$ cat src/rtl/memory_stage.sv
// -----------------------------------------------------------------------------
// memory_stage
//
// Pipeline stage between execute and write-back.
//   * EX/MEM register: captures the execute results whenever stall is low.
//   * Data-memory port: request/grant/response handshake for loads and
//     stores, one access outstanding at a time (FSM IDLE -> REQ -> RESP).
//   * Load data is lane-selected by addr[1:0] and sign/zero extended.
//   * MEM/WB register: registered result presented to write-back.
//   * EX/MEM forwarding sources for the execute stage, plus an upstream stall
//     while a memory access has not yet completed.
//
// Optional feature (macro MEMORY_STAGE_MISALIGN_CHECK_EN):
//   misaligned halfword/word accesses issue no memory request, retire in one
//   cycle without writing the register file, and pulse misalign_err.
//
// Ports:
//   clk, rst (sync, active-low)
//   ex_*            execute results / control into the EX/MEM register
//   stall           upstream hold request
//   ex_mem_rd, ex_mem_RegWrite, forward_ex_mem   forwarding sources
//   dmem_*          data-memory request/grant/response port
//   wb_*            MEM/WB register outputs
//   misalign_err    (only with MEMORY_STAGE_MISALIGN_CHECK_EN)
// -----------------------------------------------------------------------------
module memory_stage (
  input  logic        clk,
  input  logic        rst,
  input  logic        ex_valid,
  input  logic [31:0] ex_alu_data,
  input  logic [31:0] ex_memory_data,
  input  logic [4:0]  ex_rd,
  input  logic        ex_RegWrite,
  input  logic        ex_MemRead,
  input  logic        ex_MemWrite,
  input  logic        ex_MemToReg,
  input  logic [2:0]  ex_funct3,
  output logic        stall,
  output logic [4:0]  ex_mem_rd,
  output logic        ex_mem_RegWrite,
  output logic [31:0] forward_ex_mem,
  output logic        dmem_req,
  output logic        dmem_we,
  output logic [31:0] dmem_addr,
  output logic [31:0] dmem_wdata,
  output logic [3:0]  dmem_be,
  input  logic        dmem_gnt,
  input  logic        dmem_rvalid,
  input  logic [31:0] dmem_rdata,
  output logic        wb_valid,
  output logic [4:0]  wb_rd,
  output logic        wb_RegWrite,
  output logic [31:0] wb_data
`ifdef MEMORY_STAGE_MISALIGN_CHECK_EN
  ,
  output logic        misalign_err
`endif
);

  typedef enum logic [1:0] {S_IDLE, S_REQ, S_RESP} state_e;

  // Byte enables: funct3[1:0] gives the access size.
  function automatic logic [3:0] lane_be(input logic [1:0] size, input logic [1:0] addr);
    logic [3:0] be;
    case (size)
      2'b00:   be = 4'b0001 << addr;
      2'b01:   be = 4'b0011 << {addr[1], 1'b0};
      default: be = 4'b1111;
    endcase
    return be;
  endfunction

  // Store data replicated into every lane so the byte enables pick the target.
  function automatic logic [31:0] lane_wdata(input logic [1:0] size, input logic [31:0] data);
    logic [31:0] w;
    case (size)
      2'b00:   w = {4{data[7:0]}};
      2'b01:   w = {2{data[15:0]}};
      default: w = data;
    endcase
    return w;
  endfunction

  // Select the addressed lane of the load word, then sign/zero extend.
  function automatic logic [31:0] load_align(input logic [2:0]  f3,
                                             input logic [1:0]  addr,
                                             input logic [31:0] word);
    logic [31:0] shifted;
    logic [15:0] half;
    logic [31:0] r;
    shifted = word >> {addr, 3'b000};
    half    = addr[1] ? word[31:16] : word[15:0];
    case (f3)
      3'b000:  r = {{24{shifted[7]}}, shifted[7:0]};
      3'b001:  r = {{16{half[15]}}, half};
      3'b100:  r = {24'd0, shifted[7:0]};
      3'b101:  r = {16'd0, half};
      default: r = word;
    endcase
    return r;
  endfunction

  // EX/MEM register
  logic        exm_valid_q, exm_regwrite_q, exm_memread_q, exm_memwrite_q, exm_memtoreg_q;
  logic [4:0]  exm_rd_q;
  logic [31:0] exm_alu_q, exm_store_q;
  logic [2:0]  exm_funct3_q;

  state_e      state_q, state_d;
  logic        misalign, mem_op, acc_done;

  // MEM/WB register
  logic        wb_valid_q, wb_valid_d;
  logic        wb_regwrite_q, wb_regwrite_d;
  logic [4:0]  wb_rd_q;
  logic [31:0] wb_data_q, wb_data_d;

`ifdef MEMORY_STAGE_MISALIGN_CHECK_EN
  logic        misalign_err_q;
  assign misalign = exm_valid_q & (exm_memread_q | exm_memwrite_q) &
                    (((exm_funct3_q[1:0] == 2'b01) & exm_alu_q[0]) |
                     ((exm_funct3_q[1:0] == 2'b10) & (exm_alu_q[1:0] != 2'b00)));
`else
  assign misalign = 1'b0;
`endif

  assign mem_op = exm_valid_q & (exm_memread_q | exm_memwrite_q) & ~misalign;

  // ---- EX/MEM stage boundary ----
  always_ff @(posedge clk) begin
    if (!rst) begin
      exm_valid_q    <= 1'b0;
      exm_regwrite_q <= 1'b0;
      exm_memread_q  <= 1'b0;
      exm_memwrite_q <= 1'b0;
      exm_memtoreg_q <= 1'b0;
      exm_rd_q       <= 5'd0;
      exm_alu_q      <= 32'd0;
    end else if (!stall) begin
      exm_valid_q    <= ex_valid;
      exm_regwrite_q <= ex_RegWrite;
      exm_memread_q  <= ex_MemRead;
      exm_memwrite_q <= ex_MemWrite;
      exm_memtoreg_q <= ex_MemToReg;
      exm_rd_q       <= ex_rd;
      exm_alu_q      <= ex_alu_data;
    end
  end

  // Pure data fields: meaningless while exm_valid_q is low, so never reset.
  always_ff @(posedge clk) begin
    if (!stall) begin
      exm_store_q  <= ex_memory_data;
      exm_funct3_q <= ex_funct3;
    end
  end

  // FSM state register
  always_ff @(posedge clk) begin
    if (!rst) state_q <= S_IDLE;
    else      state_q <= state_d;
  end

  // FSM next state. A read takes priority if both MemRead and MemWrite are set.
  always_comb begin
    state_d = state_q;
    case (state_q)
      S_IDLE: begin
        if (mem_op) begin
          if (dmem_gnt) state_d = exm_memread_q ? S_RESP : S_IDLE;
          else          state_d = S_REQ;
        end
      end
      S_REQ:   if (dmem_gnt)    state_d = exm_memread_q ? S_RESP : S_IDLE;
      S_RESP:  if (dmem_rvalid) state_d = S_IDLE;
      default: state_d = S_IDLE;
    endcase
  end

  // FSM outputs. The request is combinational in IDLE so a same-cycle grant
  // lets a store retire without stalling.
  always_comb begin
    dmem_req = mem_op & (state_q != S_RESP);
    acc_done = (dmem_req & dmem_gnt & ~exm_memread_q) |
               ((state_q == S_RESP) & dmem_rvalid);
    stall    = mem_op & ~acc_done;
  end

  // Address/data/enables come straight from the held EX/MEM entry, so they
  // stay stable for the whole request phase.
  assign dmem_we    = exm_memwrite_q & ~exm_memread_q;
  assign dmem_addr  = {exm_alu_q[31:2], 2'b00};
  assign dmem_wdata = lane_wdata(exm_funct3_q[1:0], exm_store_q);
  assign dmem_be    = lane_be(exm_funct3_q[1:0], exm_alu_q[1:0]);

  assign ex_mem_rd       = exm_rd_q;
  assign ex_mem_RegWrite = exm_regwrite_q & exm_valid_q;
  assign forward_ex_mem  = exm_alu_q;

  // Retire when the entry is not waiting on memory; stalled cycles are bubbles.
  always_comb begin
    wb_valid_d    = exm_valid_q & ~stall;
    wb_regwrite_d = wb_valid_d & exm_regwrite_q & ~dmem_we & ~misalign;
    wb_data_d     = (mem_op & exm_memread_q & exm_memtoreg_q)
                    ? load_align(exm_funct3_q, exm_alu_q[1:0], dmem_rdata)
                    : exm_alu_q;
  end

  // ---- MEM/WB stage boundary ----
  always_ff @(posedge clk) begin
    if (!rst) begin
      wb_valid_q    <= 1'b0;
      wb_regwrite_q <= 1'b0;
      wb_rd_q       <= 5'd0;
      wb_data_q     <= 32'd0;
    end else begin
      wb_valid_q    <= wb_valid_d;
      wb_regwrite_q <= wb_regwrite_d;
      wb_rd_q       <= exm_rd_q;
      wb_data_q     <= wb_data_d;
    end
  end

  assign wb_valid    = wb_valid_q;
  assign wb_RegWrite = wb_regwrite_q;
  assign wb_rd       = wb_rd_q;
  assign wb_data     = wb_data_q;

`ifdef MEMORY_STAGE_MISALIGN_CHECK_EN
  always_ff @(posedge clk) begin
    if (!rst) misalign_err_q <= 1'b0;
    else      misalign_err_q <= misalign;
  end
  assign misalign_err = misalign_err_q;
`endif

endmodule

$ cat config.mk
export PLATFORM = sky130hd
export DESIGN_NAME = memory_stage
export DESIGN_NICKNAME = d
export VERILOG_FILES = /design/src/rtl/memory_stage.sv
export SDC_FILE = /design/constraint.sdc
export NUM_CORES = 1
export LEC_CHECK = 0
export CAP_MARGIN = 40
export CORE_MARGIN = 3
export CORE_UTILIZATION = 40
export CTS_CLUSTER_SIZE = 30
export DETAILED_ROUTE_END_ITERATION = 10
export PLACE_DENSITY = 0.78
export SLEW_MARGIN = 40
export SYNTH_ARGS = -nofsm -noshare
export SYNTH_HDL_FRONTEND = slang
export SYNTH_SLANG_ARGS = --single-unit
$ cat constraint.sdc
create_clock -name clk -period 6.27 [get_ports clk]
set_input_delay 0.627 -clock clk [delete_from_list [all_inputs] [get_ports clk]]
set_output_delay 0.627 -clock clk [all_outputs]
set_load 0.02 [all_outputs]
Word-level counts from Yosys, hierarchy flattened
Index checks and enable logic that the tools add are counted.

Register bits after elaboration: 118. Latch bits: 0. Memory bits (writable): 0. Memory bits (read-only): 0. Input port bits: 113. Output and inout port bits: 148. Logic and storage cells: 61. Memories kept: 0.

Add/subtract/negate cells: 0. Multiply operators: 0. Div/mod/pow operators: 0. Order comparisons: 0. Eq/ne operators: 10. Shifts and indexed selects: 3. Multiplexer cells: 11. Bitwise operators: 19. Reductions and logical operators: 4.

Operator list (number): 32-bit case mux with 4 select lines (1); 32-bit case mux with 2 select lines (1); 32-bit two-way mux (1); 32-bit by 5-bit >> shifter with 8-bit output (1); 16-bit two-way mux (1); 1-bit AND (13); 2-bit two-way mux (5); 2-bit != test, second input constant (4); 4-bit case mux with 2 select lines (1); 3-bit == test, second input constant (2); 2-bit case mux with 3 select lines (1); 2-bit by 1-bit == test with 1-bit output, second input constant (2); 2-bit zero test (2); 1-bit NOT (4); 1-bit by 2-bit left shift with 4-bit output, first input constant (1); 2-bit by 2-bit left shift with 4-bit output, first input constant (1); 3-bit by 1-bit == test with 1-bit output, second input constant (1); 3-bit zero test (1); 3-bit AND reduction (1); 2-bit == test, second input constant (1); 1-bit OR (2).

Depth between registers and ports, before layout
Depth after elaboration: 12. Depth in mapped cells: 6. Depth with buffers taken out: 3.

Worst setup path before layout
Ideal clock, no wire load.

Path type: in2reg. Start point: in dmem_rvalid. End point: reg exm_funct3_q[0] (enable). Setup time: 417 ps. Arrival: 2027 ps. Data required time: 5853 ps. Setup slack: 3826 ps. Cell stages on the path: 5. Path buffers: 2. Path through: and3b_1 > a311oi_1 > buf_2 > buf_2 > inv_1.

Longest elaborated chain between the ends: 4.

Ends and longest elaborated chain: start: declaration (RTL line 48) `input logic dmem_rvalid,`; 1-bit AND (RTL line 185) `((state_q == S_RESP) & dmem_rvalid);`; 1-bit OR (RTL line 184) `acc_done = (dmem_req & dmem_gnt & ~exm_memread_q) |`; 1-bit NOT (RTL line 186) `stall = mem_op & ~acc_done;`; 1-bit AND (RTL line 186); net stall (RTL line 38) `output logic stall,`; end signal: assignment (RTL line 154) `exm_funct3_q <= ex_funct3;`; end: declaration (RTL line 107) `logic [2:0] exm_funct3_q;`.

The timed path passes the listed nets, and every way through them passes these cells. A chain may end at the register's enable or synchronous reset.

Final worst setup path
Start point: reg exm_valid_q. End point: out stall.

Longest elaborated chain between the ends: 7.

Ends and longest elaborated chain: start: declaration (RTL line 104) `logic exm_valid_q, exm_regwrite_q, exm_memread_q, exm_memwrite_q, exm_memtoreg_q;`; start signal: assignment (RTL line 140) `exm_valid_q <= ex_valid;`; 1-bit AND (*) (RTL line 127) `assign mem_op = exm_valid_q & (exm_memread_q | exm_memwrite_q) & ~misalign;`; 1-bit AND (RTL line 183) `dmem_req = mem_op & (state_q != S_RESP);`; 1-bit AND (2 in a row) (RTL line 184); 1-bit OR (RTL line 184); 1-bit NOT (RTL line 186); 1-bit AND (*) (RTL line 186); end: declaration (RTL line 38).

Every way passes the cells marked *; elsewhere a longest branch is shown, timed or not.

==> metrics.yaml <==
hold_viol_final: 0
hold_path.class: "flop to flop"
cts_tree: "yes"
grt_usage_pct: 22.7
path_cells: "o21ai_0 -> a311oi_4 -> clkdlybuf4s50_1"
r2r_end: "exm_store_q[31]"
final_nets: 902
crit_buf_inv: 1
grt_pass1_wl_um: 28200
gp_routability_congestion: 0.854
synth-seq-cells: 118
diodes: 0
ys_warn_count: 0
fp.dieW_um: 126
max_cap_violations: 0
layout_common_cells: "257 x clkdlybuf4s50_1, 98 x nand2_1, 83 x dfxtp_1"
row_count: 43
clock_path_buffers: 2
max-vdd-ir-drop_uv: 214
routed_wl_um: 18800
drc: 0
pre_cts_ws_ns: 3.07
gr-total-overflow: 0
cts_buffers: 17
arrival_ns: 2.83
place.port_buffers: 258
worst_path_max_delay_cell: "dfxtp_1"
ys_types: 44
outcome: "finished clean"
setup_viol: 0
synth_area_um2: 5770
avgSynthCellArea_um2: 9.72
synthArstFlopShare_pct: 0
worst_pin_slew_ns: 0.846
r2r_setup_slack_ns: 3.18
worstHoldPathCells: 2
path_depth: 3
grt_max_degree: 80
synth_cells: 594
leakagePower_uw: 0.00331
area_growth_pct: 51.5
root_buffer: "clkbuf_16"
setup_tns_ns: 0
cp_max_fo: 22
maxSlewHeadroom_pct: 43.4
critPathTopFamily: "compound AO/OA/AOI/OAI gates"
drtIter0Drc: 473
ios: 261
slew_viol_final: 0
cp-start-kind: "flop"
cpPeakStageDelay_ns: 0.77
route.vias.total: 5231
wl_per_cell_um: 19.1
crit_path_end_kind: "output pin"
worstRegToRegCells: 5
clk_pin_slew_ns: 0.05
core_area_um2: 14000
dr.pass1.iters: 5
initial_core_util_pct: 41.3
min-delay-start: "ex_mem_rd[1]"
htree_levels: 4
r2r_start: "exm_valid_q"
finalCritPeriodShare_pct: 55.2
pwr_density_cell_nw_per_um2: 264
cts_hold_buf: 0
fin_crit_ns: 3.46
drive_above_1_share_pct: 8.85
max_freq_mhz: 289
ys_seq_area_share_pct: 47.0
worst_slack_ns: 2.81
die_h_um: 126
synth-edff-count: 35
rsz0062_at_grt: "no"
hpwl_um: 13800
finalNonFillerCells: 982
die-area_um2: 15900
nFillCells: 1158
cts_resized: 0
fin_skew_ns: 0.0104
drtAntennaViolNets: 0
routed_via_density: 5.33
min_to: "wb_rd[1]"
cts.sinks: 118
grt_antenna_before_repair: 0
final_common_cell: "clkdlybuf4s50_1"
synth_ff_type: "dfxtp_1"
post-cts-setup-buffer-count: 0
crit_required_ns: 5.64
placed_cells_incl_taps: 950
grt_pass1_vias: 5089
crit_type: "flop to output pin"
clock_latency_ns: 0.42
==> cell families after synthesis <==
group,share of synthesized area (%)
AND/OR/NAND/NOR,16.3
flip-flops,47.0
AO/OA/AOI/OAI,13.9
buffers and inverters,9.52
multiplexers,13.2
other,0.0650
==> worst max-delay path by stage <==
| stage | startpoint | endpoint | slack [ns] |
|---|---|---|---|
| floorplan | dmem_rvalid | exm_funct3_q[0] | 3.83 |
| global placement | dmem_rvalid | exm_store_q[0] | 3.12 |
| detailed placement | dmem_rvalid | exm_store_q[0] | 3.07 |
| CTS | exm_valid_q | stall | 2.83 |
| global route | exm_valid_q | stall | 2.68 |
| finish | exm_valid_q | stall | 2.81 |
==> area by class of cell <==
cell class | instances | area [um^2] | area share [%]
Clock buffer | 17 | 425 | 4.87
Clock inverter | 15 | 166 | 1.90
Inverter | 11 | 41.3 | 0.472
Multi-Input combinational cell | 376 | 2540 | 29.0
Sequential cell | 118 | 2710 | 31.0
Tap cell | 180 | 225 | 2.58
Timing Repair Buffer | 265 | 2630 | 30.1
==> flip-flops by register name (all words and copies together), names as in the netlist <==
register        flops
wb_valid            1
exm_regwrite_q      1
exm_memtoreg_q      1
wb_rd               5
ex_mem_rd           5
exm_memread_q       1
wb_data            32
state_q             2
forward_ex_mem     32
exm_funct3_q        3
exm_valid_q         1
wb_RegWrite         1
exm_store_q        32
exm_memwrite_q      1
==> worst reg2reg max path, cell delays in order, from the launching register on <==
cell,delay [ns]
dfxtp_1,0.77
o21ai_0,0.40
a311oi_4,0.53
buf_4,0.63
inv_1,0.13
buf_4,0.29
==> metal layers <==
layer	part of all wire [%]	vias to the layer above	global-route usage (%)
li1	-	2467	-
met1	40	2468	27.4
met2	50	256	38.5
met3	6.9	40	6.23
met4	2.9	0	8.90
met5	0	-	0
==> report_power, final <==
group	leakage (uW)	internal, uW	switching [uW]	total, uW
clock	0.000293	650	335	985
sequential	0.00105	835	41.2	877
combinational	0.00196	227	218	445
==> through the flow <==
stage               hold WS, ns  power [uW]  utilization (%)  instance area (um^2)
global placement          0.440        1320             58.2                  8140
finish                    0.458        2310             62.5                  8740
global route              0.480        2380             62.5                  8740
floorplan                 0.442        1110                -                  5780
CTS                       0.459        2320             62.4                  8730
detailed placement        0.452        1330             58.2                  8140
==> Yosys cell counts (2+ instances only) <==
cell type | count | area [um^2]
dfxtp_1 | 83 | 1660
buf_1 | 3 | 11.3
mux2_2 | 17 | 191
nand2_1 | 98 | 368
a2111oi_0 | 2 | 17.5
nand3b_1 | 2 | 15.0
o311ai_0 | 16 | 140
o21bai_1 | 4 | 30.0
nor4_1 | 6 | 37.5
nor3b_1 | 7 | 52.6
nor3_1 | 7 | 35.0
nor2b_1 | 10 | 62.6
nor2_1 | 29 | 109
a21oi_1 | 2 | 10.0
a211oi_1 | 9 | 67.6
edfxtp_1 | 35 | 1050
o41ai_1 | 6 | 52.6
nand3_1 | 8 | 40.0
o211a_1 | 6 | 60.1
inv_1 | 11 | 41.3
o21ai_0 | 11 | 55.1
o21a_1 | 7 | 52.6
mux2i_1 | 55 | 551
a311o_1 | 2 | 20.0
buf_4 | 40 | 300
a31oi_1 | 16 | 100
buf_2 | 15 | 75.1
and2_1 | 17 | 106
nand2b_1 | 10 | 62.6
a31o_2 | 16 | 140
clkbuf_1 | 31 | 116
Power figures use the tool's default switching activity.
